## src/rtl/pulse_train_pkg.sv

```systemverilog
// Shared types and helpers for the burst pulse generator.
package pulse_train_pkg;

  localparam int unsigned PT_STATE_W = 2;
  localparam int unsigned SAT_W      = 32;

  localparam logic [PT_STATE_W-1:0] PT_ENC_IDLE = 2'd0;
  localparam logic [PT_STATE_W-1:0] PT_ENC_HIGH = 2'd1;
  localparam logic [PT_STATE_W-1:0] PT_ENC_LOW  = 2'd2;

  typedef enum logic [PT_STATE_W-1:0] {
    PT_IDLE = PT_ENC_IDLE,
    PT_HIGH = PT_ENC_HIGH,
    PT_LOW  = PT_ENC_LOW
  } pt_state_e;

  // Phase lengths of zero behave as one cycle.
  function automatic logic [SAT_W-1:0] sat1(input logic [SAT_W-1:0] x);
    return (x == '0) ? SAT_W'(1) : x;
  endfunction

endpackage

```

## src/rtl/phase_timer.sv

```systemverilog
// Loadable down-counter timing one high or low phase; holds at zero.
module phase_timer #(
  parameter int unsigned DIV_W = 8
) (
  input  logic             clk,
  input  logic             rst_n,
  input  logic             load,
  input  logic [DIV_W-1:0] load_val,
  output logic             zero
);

  logic [DIV_W-1:0] phase_q;

  always_ff @(posedge clk) begin
    if (!rst_n) begin
      phase_q <= '0;
    end else if (load) begin
      phase_q <= load_val;
    end else if (phase_q != '0) begin
      phase_q <= phase_q - DIV_W'(1);
    end
  end

  assign zero = (phase_q == '0);

endmodule

```

## src/rtl/pulse_train_gen.sv

```systemverilog
// Burst pulse generator: N pulses of programmable high/low width, with
// back-to-back chaining, abort, and a registered clock-gate enable.
module pulse_train_gen
  import pulse_train_pkg::*;
#(
  parameter int unsigned COUNT_W = 8,
  parameter int unsigned DIV_W   = 8
) (
  input  logic               clk,
  input  logic               rst_n,
  input  logic               start,
  input  logic [COUNT_W-1:0] num_pulses,
  input  logic [DIV_W-1:0]   high_cycles,
  input  logic [DIV_W-1:0]   low_cycles,
  input  logic               abort,
  output logic               pulse_out,
  output logic               clk_gate_en,
  output logic [COUNT_W-1:0] pulse_idx,
  output logic               last_pulse,
  output logic               busy,
  output logic               done
);

  pt_state_e          state_q, state_d;
  logic [COUNT_W-1:0] cnt_q, cnt_d, idx_d;
  logic [DIV_W-1:0]   hi_q, hi_d, lo_q, lo_d;
  logic [DIV_W-1:0]   hi_sat, lo_sat, load_val;
  logic               load, zero, done_d;
  logic               final_c, accept_c;

  assign hi_sat = DIV_W'(sat1(SAT_W'(high_cycles)));
  assign lo_sat = DIV_W'(sat1(SAT_W'(low_cycles)));

  phase_timer #(.DIV_W(DIV_W)) u_phase_timer (
    .clk      (clk),
    .rst_n    (rst_n),
    .load     (load),
    .load_val (load_val),
    .zero     (zero)
  );

  // Last cycle of the final LOW phase is the only in-train start window.
  assign final_c  = (state_q == PT_LOW) && zero && (cnt_q == COUNT_W'(1));
  assign accept_c = start && (num_pulses != '0) && !abort &&
                    ((state_q == PT_IDLE) || final_c);

  always_comb begin
    state_d  = state_q;
    cnt_d    = cnt_q;
    hi_d     = hi_q;
    lo_d     = lo_q;
    idx_d    = pulse_idx;
    done_d   = 1'b0;
    load     = 1'b0;
    load_val = '0;

    if (abort) begin
      state_d  = PT_IDLE;
      idx_d    = '0;
      load     = 1'b1;
    end else begin
      case (state_q)
        PT_HIGH: begin
          if (zero) begin
            state_d  = PT_LOW;
            load     = 1'b1;
            load_val = lo_q - DIV_W'(1);
          end
        end
        PT_LOW: begin
          if (zero) begin
            if (cnt_q == COUNT_W'(1)) begin
              done_d  = 1'b1;
              state_d = PT_IDLE;
              idx_d   = '0;
            end else begin
              cnt_d    = cnt_q - COUNT_W'(1);
              idx_d    = pulse_idx + COUNT_W'(1);
              state_d  = PT_HIGH;
              load     = 1'b1;
              load_val = hi_q - DIV_W'(1);
            end
          end
        end
        default: ;
      endcase

      // A chained start overrides the return to IDLE; done still fires.
      if (accept_c) begin
        state_d  = PT_HIGH;
        cnt_d    = num_pulses;
        hi_d     = hi_sat;
        lo_d     = lo_sat;
        idx_d    = '0;
        load     = 1'b1;
        load_val = hi_sat - DIV_W'(1);
      end
    end
  end

  always_ff @(posedge clk) begin
    if (!rst_n) begin
      state_q     <= PT_IDLE;
      cnt_q       <= '0;
      hi_q        <= '0;
      lo_q        <= '0;
      pulse_out   <= 1'b0;
      clk_gate_en <= 1'b0;
      pulse_idx   <= '0;
      last_pulse  <= 1'b0;
      busy        <= 1'b0;
      done        <= 1'b0;
    end else begin
      state_q     <= state_d;
      cnt_q       <= cnt_d;
      hi_q        <= hi_d;
      lo_q        <= lo_d;
      pulse_out   <= (state_d == PT_HIGH);
      clk_gate_en <= (state_d == PT_HIGH);
      pulse_idx   <= idx_d;
      last_pulse  <= (cnt_d == COUNT_W'(1)) && (state_d != PT_IDLE);
      busy        <= (state_d != PT_IDLE);
      done        <= done_d;
    end
  end

endmodule

```

## config.mk

```make
export PLATFORM = sky130hd
export DESIGN_NAME = pulse_train_gen
export DESIGN_NICKNAME = d
export VERILOG_FILES = /design/src/rtl/pulse_train_pkg.sv /design/src/rtl/phase_timer.sv /design/src/rtl/pulse_train_gen.sv
export SDC_FILE = /design/constraint.sdc
export NUM_CORES = 1
export LEC_CHECK = 0
export BUFFER_PORTS_ARGS = -buffer_cell sky130_fd_sc_hd__clkbuf_2
export CELL_PAD_IN_SITES_DETAIL_PLACEMENT = 0
export CELL_PAD_IN_SITES_GLOBAL_PLACEMENT = 2
export CORE_MARGIN = 10
export CORE_UTILIZATION = 30
export DETAILED_ROUTE_END_ITERATION = 8
export PLACE_DENSITY_LB_ADDON = 0.1
export SLEW_MARGIN = 20
export SYNTH_ARGS = -nofsm -noshare
export SYNTH_HDL_FRONTEND = slang
export SYNTH_HIERARCHICAL = 1
export SYNTH_SLANG_ARGS = --single-unit
```

## constraint.sdc

```tcl
create_clock -name clk -period 3.26 [get_ports clk]
set_clock_uncertainty 0.05 [all_clocks]
set_input_delay 0.163 -clock clk [delete_from_list [all_inputs] [get_ports clk]]
set_output_delay 0.163 -clock clk [all_outputs]
set_load 0.01 [all_outputs]
```

; ---- Yosys cells after proc, flatten, opt, wreduce, memory -nomap -nowiden
; Index checks and enable logic that the tools add are counted.
[totals]
ff_bits = 46
output_inout_bits = 13
word_cells = 74
[classes]
addsub = 6
n_eq_ne = 5
n_mux = 29
n_bitwise = 4
reduce_logical = 20
[op_table]
columns = op, count
row1 = 8-bit two-way mux, 15
row2 = "8-bit by 1-bit subtractor with 8-bit output, second input constant", 5
row3 = 8-bit zero test, 3
row4 = "8-bit by 1-bit equality test with 1-bit output, second input constant", 2
row5 = 8-bit case mux with 2 select lines, 1
row6 = 8-bit nonzero test, 2
row7 = "8-bit by 1-bit adder with 8-bit output, second input constant", 1
row8 = 2-bit two-way mux, 4
row9 = 1-bit two-way mux, 7
row10 = 1-bit logical AND, 6
row11 = "2-bit by 1-bit equality test with 1-bit output, second input constant", 2
row12 = 1-bit inverter, 4
row13 = 2-bit case mux with 2 select lines, 1
row14 = 2-bit AND reduction, 2
row15 = 2-bit nonzero test, 2
row16 = 4-bit OR reduction, 1
row17 = 3-bit OR reduction, 1
row18 = "2-bit equality test, second input constant", 1
row19 = 2-bit zero test, 1
row20 = 1-bit case mux with 2 select lines, 1
row21 = 1-bit zero test, 1
row22 = 1-bit logical OR, 1

; ---- Logic depth before layout (Yosys ltp)
; Gate-level depths: netlist of run 1.
[depth]
depth_word = 9
ltp_mapped = 15

; ---- Hierarchy
; Netlist of run 1, hierarchy kept.
[by_module_without_submodules]
columns = module, instances, cells_each, area_each_um2, seq_area_each_um2
row1 = pulse_train_gen, 1, 311, 2447.3, 760.7
row2 = phase_timer, 1, 51, 457.9, 160.2

; ---- Least setup slack after synthesis of run 1
; Ideal clock, no wire load.
[synth_timing]
path_kind = register to register
from = register u_phase_timer.phase_q[0]
to = register u_phase_timer.phase_q[3]
setup_ns = 0.087
arrival_time_ns = 2.883
required_time_ns = 3.123
slack_ns = 0.240
path_stages_with_launch = 15
n_path_buf = 4
synth_period_minus_slack_ns = 3.020
cell_sequence = dfxtp_1 -> inv_1 -> ha_1 -> and4bb_1 -> buf_6 -> clkbuf_1 -> nand2_1 -> buf_1 -> a21oi_1 -> nand2_1 -> clkbuf_1 -> nand4_1 -> inv_1 -> nand2_1 -> o31ai_1
[synth_via]
elab_chain_cells = 8
elab_cells_between_ends = 20
cone_classes = add/sub (1) / mux (12) / reduce/logical (7)
[synth_lines]
columns = item, line
row1 = from (decl), phase_timer.sv:12  ; logic [DIV_W-1:0] phase_q;
row2 = from (signal assigned), phase_timer.sv:18  ; phase_q <= load_val;
row3 = from (signal assigned), phase_timer.sv:20  ; phase_q <= phase_q - DIV_W'(1);
row4 = 8-bit zero test *, phase_timer.sv:24  ; assign zero = (phase_q == '0);
row5 = net zero, pulse_train_gen.sv:28  ; logic load, zero, done_d;
row6 = "parallel branches: the longest is 4 deep, another holds 1-bit case mux with 2 select lines", --
row7 = 1-bit two-way mux *, pulse_train_gen.sv:89  ; if (accept_c) begin
row8 = 1-bit two-way mux *, pulse_train_gen.sv:57  ; if (abort) begin
row9 = net load, pulse_train_gen.sv:28
row10 = 8-bit two-way mux / 2-bit nonzero test (equally long branches), --
; Mark *: on every way through the listed nets, which the timed path passes. The select of a mux whose other input is x is not followed.
; A chain may end at the register's enable or synchronous reset.

; ---- Final worst setup path of run 1
[layout_timing]
from = register u_phase_timer.phase_q[3]
to = register last_pulse
[layout_via]
elab_chain_cells = 9
elab_cells_between_ends = 17
cone_classes = eq/ne (1) / mux (9) / reduce/logical (7)
[layout_lines]
columns = item, line
row1 = 8-bit zero test *, phase_timer.sv:24
row2 = net zero, pulse_train_gen.sv:28
row3 = 1-bit logical AND (2 in a row), pulse_train_gen.sv:43  ; assign final_c = (state_q == PT_LOW) && zero && (cnt_q == COUNT_W'(1));
row4 = 1-bit logical OR, pulse_train_gen.sv:45  ; ((state_q == PT_IDLE) || final_c);
row5 = 1-bit logical AND, pulse_train_gen.sv:44  ; assign accept_c = start && (num_pulses != '0) && !abort &&
row6 = 8-bit two-way mux / 2-bit two-way mux (equally long branches), pulse_train_gen.sv:89
row7 = 8-bit two-way mux / 2-bit two-way mux (equally long branches), pulse_train_gen.sv:57
row8 = 8-bit by 1-bit equality test with 1-bit output / 2-bit nonzero test (equally long branches), pulse_train_gen.sv:121  ; last_pulse <= (cnt_d == COUNT_W'(1)) && (state_d != PT_IDLE);
row9 = 1-bit logical AND *, pulse_train_gen.sv:121
row10 = to (signal assigned), pulse_train_gen.sv:121
row11 = to (decl), pulse_train_gen.sv:19  ; output logic last_pulse,
; Mark *: on every way through the listed nets, which the timed path passes. The rest lies on a longest branch.

==> results of run 1 <==
[worst max path at each step]
stage,depth (start not counted),endpoint,from
after detailed placement,9,last_pulse$_SDFF_PN0_,u_phase_timer/phase_q[3]$_SDFFE_PN0P_
after global routing,9,last_pulse$_SDFF_PN0_,u_phase_timer/phase_q[3]$_SDFFE_PN0P_
after floorplan,14,u_phase_timer/phase_q[3]$_SDFFE_PN0P_,u_phase_timer/phase_q[0]$_SDFFE_PN0P_
after global placement,9,last_pulse$_SDFF_PN0_,u_phase_timer/phase_q[3]$_SDFFE_PN0P_
after CTS,9,last_pulse$_SDFF_PN0_,u_phase_timer/phase_q[3]$_SDFFE_PN0P_
final,9,last_pulse$_SDFF_PN0_,u_phase_timer/phase_q[3]$_SDFFE_PN0P_
[stage by stage]
| stage | cell area, µm² | hold WS [ns] |
|---|---|---|
| floorplan | 2905 | 0.2478 |
| detailed placement | 3241 | 0.3610 |
| CTS | 3339 | 0.02204 |
| finish | 3339 | 0.02874 |
| global route | 3339 | 0.03205 |
| global placement | 3241 | 0.3554 |
[layout make-up]
type	count	area share (%)
Timing Repair Buffer	50	8.243
Inverter	14	1.574
Clock inverter	2	0.4871
Tap cell	129	4.833
Sequential cell	46	27.58
Multi-Input combinational cell	285	54.81
Clock buffer	6	2.473
[cell usage after synthesis (3+ instances only)]
library cell and count:
sky130_fd_sc_hd__xor2_1 12, sky130_fd_sc_hd__a211oi_1 8, sky130_fd_sc_hd__buf_6 3, sky130_fd_sc_hd__buf_4 3
sky130_fd_sc_hd__a22oi_1 3, sky130_fd_sc_hd__o21ai_0 15, sky130_fd_sc_hd__nand2_1 52, sky130_fd_sc_hd__o21ai_1 4
sky130_fd_sc_hd__nor3b_1 4, sky130_fd_sc_hd__a21oi_1 11, sky130_fd_sc_hd__o31ai_1 7, sky130_fd_sc_hd__and3_1 5
sky130_fd_sc_hd__o22ai_1 3, sky130_fd_sc_hd__nor3_1 11, sky130_fd_sc_hd__clkbuf_1 7, sky130_fd_sc_hd__nor4_1 11
sky130_fd_sc_hd__or4_1 3, sky130_fd_sc_hd__nand3_1 11, sky130_fd_sc_hd__nor2_1 29, sky130_fd_sc_hd__buf_2 3
sky130_fd_sc_hd__xnor2_1 10, sky130_fd_sc_hd__or3_1 5, sky130_fd_sc_hd__and2_1 7, sky130_fd_sc_hd__nand4_1 6
sky130_fd_sc_hd__ha_1 10, sky130_fd_sc_hd__a21boi_1 14, sky130_fd_sc_hd__o221ai_1 4, sky130_fd_sc_hd__inv_1 14
sky130_fd_sc_hd__dfxtp_1 46
[state kept, by name, summed over array words and instances (netlist names)]
signal and count:
busy 1, u_phase_timer/phase_q 8, pulse_idx 8, lo_q 8
last_pulse 1, hi_q 8, state_q 2, clk_gate_en 1
cnt_q 8, done 1
[power groups by stage]
stage / Combinational (mW) / Clock [mW] / Sequential, mW
floorplan: 0.250 / 0 / 0.630
detailed placement: 0.331 / 0 / 0.637
finish: 0.328 / 0.396 / 0.624
global placement: 0.334 / 0 / 0.637
CTS: 0.333 / 0.414 / 0.624
global route: 0.372 / 0.432 / 0.630
[critical path: cells and delay by family, from the launching register on]
family / cells / cell delay [ns]
buffers and inverters: 1 / 0.23
and+or+nand+nor: 5 / 1.37
DFF: 1 / 0.37
AOI/OAI and AO/OA: 3 / 0.94
[cells by family after synthesis]
family / count (synthesis)
flops: 46
simple gates: 160
xor+xnor: 22
mux: 2
compound gates: 91
buf+inv: 31
fa+ha+maj: 10
[routing by layer]
layer	global-route usage, %	up-vias	part of all wire, %
met3	2.808	6	3.9
li1	-	1399	-
met5	0	-	0
met2	19.23	53	45
met1	15.85	1296	50
met4	2.519	0	0.99
==> results.md, run 1 <==
Setup path:
- The largest stage delay on the critical path is around 0.42 ns.
- The kind of critical path is register to register.
- In this run the critical register-to-register path is captured at last_pulse$_SDFF_PN0_.
- The worst-case register-to-register setup slack is roughly 0.19 ns.
- Of all nets on the critical path, the largest fanout is 14.
- STA classifies the critical path endpoint as a register.
- The startpoint identified for the worst register-to-register timing path is u_phase_timer/phase_q[3]$_SDFFE_PN0P_.
- The data required time at the worst endpoint is 3.41 ns.
- The signal on the critical path passes through nor4_4, and4bb_1, buf_4, and2_1, o21ai_0, a2111oi_0, a311o_1, nand4_1, nor4_1.
- For the worst flop-to-flop path, the logic depth is 9.
- STA puts the critical path data arrival time at ~3.2 ns.
- The cell with the biggest individual delay on the critical path is sky130_fd_sc_hd__a2111oi_0.
- The category of the worst setup path launch point is a register.

Cells and area:
- In the final layout, flip-flops and latches occupy around 920 µm².
- The multi-input combinational cell area is roughly 0.0018 mm².
- Compared with the post-synthesis result, the final layout area differs by 14.94%.
- The count of placed standard cells in the final layout, fillers left out is around 530.
- In the layout the commonest cells are sky130_fd_sc_hd__nand2_1, sky130_fd_sc_hd__dfxtp_1, sky130_fd_sc_hd__clkbuf_2, sky130_fd_sc_hd__nor2_1, sky130_fd_sc_hd__o21ai_0.
- The share of the core filled with cells is 35.80%.
- Of the cells placed in the final design, the portion with a size suffix greater than 1 is 18.11%.
- Leaving out fill and tap cells, the most frequent cell in the layout is sky130_fd_sc_hd__nand2_1.
- Fill cells in the final layout number just under 1,000.
- The number of nets in the layout is 440.
- The repair_antennas step left the layout with diodes totalling 0.

Clock tree:
- The post-cts hold buffer count is 0.
- Counting the buffers created by CTS gives 5.
- The number of H-tree levels is 2.
- The TritonCTS clock tree is yes.
- The clock tree root buffer cell is sky130_fd_sc_hd__clkbuf_8.
- After clock tree synthesis, the clock-pin slew on the worst setup and hold paths is approximately 0.1 ns.
- The buffer depth of the longest clock path is 2.
- The number of clock sinks is 46.
- The source-to-sink clock delay at the later pin of the worst-skew pair is approximately 0.31 ns.
- The number of gates resized after CTS was 0.
- The post-CTS repair timing setup buffer count is 0.

Timing:
- The count of endpoints failing hold in the final timing report is 0.
- The transition at the pin with the smallest max-transition slack is ~0.76 ns.
- The accumulated negative setup slack is 0 ns.
- The setup-violating endpoint count in the final report is 0.
- The post-layout worst setup margin is slightly below 0.2 ns.
- Setup repair after global routing left no endpoint under its margin.
- The fmax is 326.1 MHz.
- The worst path uses between 90% and 100% of the clock period.
- The worst max-slew margin expressed relative to the limit is around half.
- The count of final max-slew check failures is 0.
- The worst path in the final design needs a cycle of approximately 3.1 ns, including I/O delays and setup.

Pwr:
- The internal portion of the total power is ~910 µW.
- The switching share of power is 32.71%.
- For this design the ratio of total power to cell area is just over 400 mW/mm².
- The analysis attributes to cell leakage a power of 1.325 nW.
- The logic gate share of total power is approximately 24%.
- For this design the total switching power over the nets is around 440 µW.
- The share of total power dissipated in sequential elements is between 40% and 50%.
- The relative contribution of the clock network to total power is between 20 and 30%.
- The overall power after layout is 1.349 mW.
- The worst-case IR drop observed on VDD is between 0.00015 and 0.0002 V.

Synthesis:
- The synthesis warning total is 6.
- After synthesis, the cell types taking the most area are sky130_fd_sc_hd__dfxtp_1, sky130_fd_sc_hd__nand2_1, sky130_fd_sc_hd__ha_1, sky130_fd_sc_hd__nor2_1, sky130_fd_sc_hd__a21boi_1.
- The synthesized design contains 0 enable-type register cells.
- A synthesized cell averages 8.026 µm².
- The fraction of the yosys area taken by sequential cells is a little under a third.
- The synthesized design contains 46 register bits.
- The top cell type by total area after synthesis is sky130_fd_sc_hd__dfxtp_1.
- The synthesized netlist devotes approximately 23% of its cell area to compound gates.
- The mux contribution to synthesized area is 0.6891%.
- Yosys mapped the design onto 63 distinct sky130hd cell types.
- After Yosys synthesis, XOR and XNOR cells account for 6.632% of the synthesized area.
- The post-synthesis share of cell area spent on full adders, half adders and majority gates is under 10%.
- The combined area of all synthesized cells is just under 0.003 mm².
- The fraction of synthesis flops using an asynchronous set or reset pin is 0%.
- The proportion of netlist area held by the largest area contributor is a little under a third.
- The simple-gate share of the synthesized area is ~29%.
- For this run, the leading register cell type out of synthesis is sky130_fd_sc_hd__dfxtp_1.
- The post-synth net total is 400.
- The synthesized instance count is 362.
- After synthesis, the largest family of logic cells by area is simple AND/OR/NAND/NOR gates.

Global routing:
- The number of antenna violations at the first check in global routing is 0.
- Entering global routing, the biggest net connects 38 pins.
- The total congestion overflow after global routing is 0.
- The wire length of the first global-routing pass is roughly 14 mm.
- The total routing resource utilization after global routing is between 10% and 20%.
- The via count of the first global-routing pass is 2,802.

Hold path:
- The path category of the worst min-delay check is input pin to register.
- The critical hold path startpoint is low_cycles[5].
- The worst hold path was traced through 3 stages.
- The end of the worst hold path is lo_q[5]$_SDFFE_PN0P_.

Floorplan:
- The count of pins on the block boundary is 41.
- The number of core rows is 35.
- The vertical die dimension is 118.4 µm.
- From left edge to right edge, the die measures 118.4 µm.
- The core box area is slightly above 0.009 mm².
- The die covers 0.01402 mm².
- The effective utilization at floorplan is slightly above 30%.

Placement:
- The final weighted congestion in routability-driven placement is between 0.8 and 0.9.
- The pre-CTS setup slack is roughly 0.26 ns.
- Detailed placement finished with a half-perimeter wire length of 6.513 mm.
- The number of buffer cells added on primary ports is 40.
- The number of placed instances with taps included is around 520.

Run status:
- The run finished with clean final reports.

Drt:
- The routed wire length per instance is around 16 µm.
- The final wirelength is ~8.4 mm.
- For this run, the detailed router's first-pass iteration total came to 5.
- Once detail routing completed, the nets flagged for antenna violations numbered 0.
- The detail-routed via count per cell is around 5.2.
- The detailed router finished its first iteration with ~140 violations.
- For this run, design rule violations remaining after detail routing come to 0.
- For this block, the via count after detailed routing is 2,754.

Job:
- The count of max-cap constraint violations is 0.
Power figures use the tool's default switching activity.
==> run 2: changes to the inputs <==
- REMOVE_ABC_BUFFERS: unset -> 1
==> run 2 against run 1 <==
- via count fell by 0.98%
- register-to-register slack improved by 0.099 ns
- die area did not move
- sequential share of layout area did not move
- largest cell class unchanged
==> results.md, run 2 (same netlist as run 1, synthesis figures left out) <==
Setup path:
- The data arrival time of the worst path was 3.11 ns (-0.11 ns).
- The data required time at the worst endpoint came to 3.40 ns (about the same).
- By startpoint and endpoint, the worst setup path is classified as register to register.
- The maximum fanout count along the critical path is 6 (-8).
- The sort of element at the end of the critical path is a register.
- The category of the worst setup path launch point is a register.

Global routing:
- The largest net degree at the start of global routing is 30 (-21%).
- The met2 layer usage reported by global route is 18.29% (-0.94 points).
- The via count of the first global-routing pass was 2,727 (-2.7%).
- The met1 demand-to-capacity share in global routing is 15.91% (+0.059 points).
- The total routing resource utilization after global routing was 11.76% (-0.19 points).
- The wire length of the first global-routing pass is 13.85 mm (-2.7%).
- The number of antenna violations at the first check in global routing is 0 (unchanged).
- The global-route layer with the greatest usage is met2.
- The met3 track demand over resource came to 2.808% (unchanged).
- The total congestion overflow after global routing was 0 (unchanged).

Timing:
- Setup repair after global routing left no endpoint under its margin.
- The setup-violating endpoint count in the final report was 0 (unchanged).
- The fmax is 337.1 MHz (+3.3%).
- The count of final max-slew check failures is 0 (unchanged).
- The worst max-slew margin expressed relative to the limit was 67.46% (+18 points).
- The transition at the pin with the smallest max-transition slack was 0.4837 ns (-0.2716 ns).
- The count of endpoints failing hold in the final timing report is 0 (unchanged).
- The accumulated negative setup slack is 0 ns (unchanged).
- The minimum period implied by the final worst setup slack is 2.967 ns (-0.09936 ns).
- The part of the cycle the worst path needs is 91.01% (-3.0 points).

Drt:
- The total DRC errors in the routed layout is 0 (unchanged).
- The first-pass iteration count of the detailed router is 5 (unchanged).
- The via count came to 2,727 (-0.98%).
- The routed wire length per instance was 15.65 µm (-0.61%).
- The number of antenna-violating nets in the routed design is 0 (unchanged).
- The count of routing violations after the opening detailed-route iteration came to 125 (-8.8%).
- The detail-routed via count per cell was 5.126 (-0.98%).
- The final wirelength is 8.327 mm (-0.61%).

Clock tree:
- TritonCTS built the clock tree.
- The number of clock sinks came to 46 (unchanged).
- The number of CTS-inserted buffers is 5 (unchanged).
- The tree is rooted in a sky130_fd_sc_hd__clkbuf_8.
- The source-to-sink clock delay at the later pin of the worst-skew pair came to 0.31 ns (about the same).
- The clock slew seen by the registers of the worst setup and hold paths is 0.10 ns (about the same).
- The number of H-tree levels is 2 (unchanged).
- The buffer depth of the longest clock path is 2 (unchanged).

Cells and area:
- The top cell types in the final layout, fill and taps aside, are sky130_fd_sc_hd__nand2_1, sky130_fd_sc_hd__dfxtp_1, sky130_fd_sc_hd__clkbuf_2, sky130_fd_sc_hd__nor2_1.
- The multi-input combinational cell area is 0.001831 mm² (unchanged).
- The register cell area after layout is 920.9 µm² (unchanged).
- The growth of design area from synthesis to finish came to 14.94% (unchanged).
- The antenna diode count is 0 (unchanged).
- The number of filler cells placed in the layout is 1,040 (+5.3%).
- The design area is 0.003339 mm² (unchanged).
- The fraction of layout cells with a size suffix above 1 was 18.11% (unchanged).
- The number of nets in the layout is 440 (unchanged).
- The library cell used most frequently in the layout, excluding fill and tap cells, is sky130_fd_sc_hd__nand2_1.

Run status:
- The flow ran to the end, and the final reports show no timing, DRC or antenna violations.

Placement:
- The final weighted congestion in routability-driven placement is 0.8199 (+0.94%).
- The number of buffer cells added on primary ports was 40 (unchanged).
- The cell area after placement is 0.003241 mm² (unchanged).
- The HPWL after detailed placement came to 6.579 mm (+1.0%).

Floorplan:
- The count of pins on the block boundary is 41 (unchanged).
- The effective utilization at floorplan came to 31.15% (unchanged).
- The core box area was 0.009328 mm² (unchanged).
- The die width is 118.4 µm (unchanged).
- The number of core rows is 35 (unchanged).
- The total die area is 0.01402 mm² (unchanged).
- The vertical die dimension came to 118.4 µm (unchanged).

Pwr:
- The maximum ir drop on the vdd rail is 0.0001653 V (-6.3%).
- The power per cell area is 402.2 mW/mm² (-0.40%).
- The leakage power figure is 1.325 nW (about the same).

Hold path:
- The min-delay analysis places its worst path in the category input pin to register.

Job:
- The count of max-cap constraint violations came to 0 (unchanged).
## run 2: final cells by class
| cell class | instances | share of cell area (%) |
|---|---|---|
| tap | 129 | 4.833 |
| timing repair buffer | 50 | 8.243 |
| multi-input combinational | 285 | 54.81 |
| inverter | 14 | 1.574 |
| sequential | 46 | 27.58 |
| clock buffer | 6 | 2.473 |
| clock inverter | 2 | 0.4871 |
## run 2: stage by stage
stage               utilization [%]  power (mW)  worst slack, ns  hold WS (ns)  cells
floorplan                         -      0.8512         0.007403        0.2347    345
global placement              34.74      0.9788           0.3357        0.3569    524
detailed placement            34.74      0.9700           0.3130        0.3636    524
CTS                           35.80       1.369           0.2639       0.01725    532
global route                  35.80       1.430         0.007795       0.02744    532
finish                        35.80       1.343           0.2931       0.02800    532
## run 2: worst paths after layout
path                            slack, ns                             startpoint  cells past startpoint               endpoint
worst min register to register       0.43                   lo_q[7]$_SDFFE_PN0P_                      2   lo_q[7]$_SDFFE_PN0P_
worst max register to register       0.29  u_phase_timer/phase_q[3]$_SDFFE_PN0P_                      9  last_pulse$_SDFF_PN0_
worst max-delay path                 0.29  u_phase_timer/phase_q[3]$_SDFFE_PN0P_                      9  last_pulse$_SDFF_PN0_
worst min-delay path                 0.03                          low_cycles[6]                      3   lo_q[6]$_SDFFE_PN0P_
## run 2: critical path, cell delays in order, from the launching register on
cell and delay, ns:
sky130_fd_sc_hd__dfxtp_1 0.38, sky130_fd_sc_hd__nor4_4 0.36, sky130_fd_sc_hd__and4bb_1 0.29, sky130_fd_sc_hd__nand2_1 0.22, sky130_fd_sc_hd__o31ai_4 0.39, sky130_fd_sc_hd__buf_4 0.21
sky130_fd_sc_hd__a22oi_1 0.09, sky130_fd_sc_hd__a211oi_1 0.31, sky130_fd_sc_hd__nand4_1 0.22, sky130_fd_sc_hd__nor4_1 0.35
## run 2: what timing repair did
action,CTS,global route
buffers inserted,0,0
setup endpoints to repair,0,1
resized for setup,0,1
hold buffers,0,0
## run 2: routing by layer
layer | part of all wire (%) | vias up | wire (µm)
met1 | 52 | 1299 | 4334
met3 | 3.6 | 2 | 303
met4 | 0.47 | 0 | 39
met5 | 0 | - | 0
met2 | 44 | 31 | 3650
li1 | - | 1395 | -
## run 2: power by group
group | leakage, nW | internal, mW | switching, mW | total, mW
sequential | 0.375 | 0.591 | 0.0332 | 0.624
clock | 0.0478 | 0.175 | 0.214 | 0.389
combinational | 0.902 | 0.141 | 0.189 | 0.331
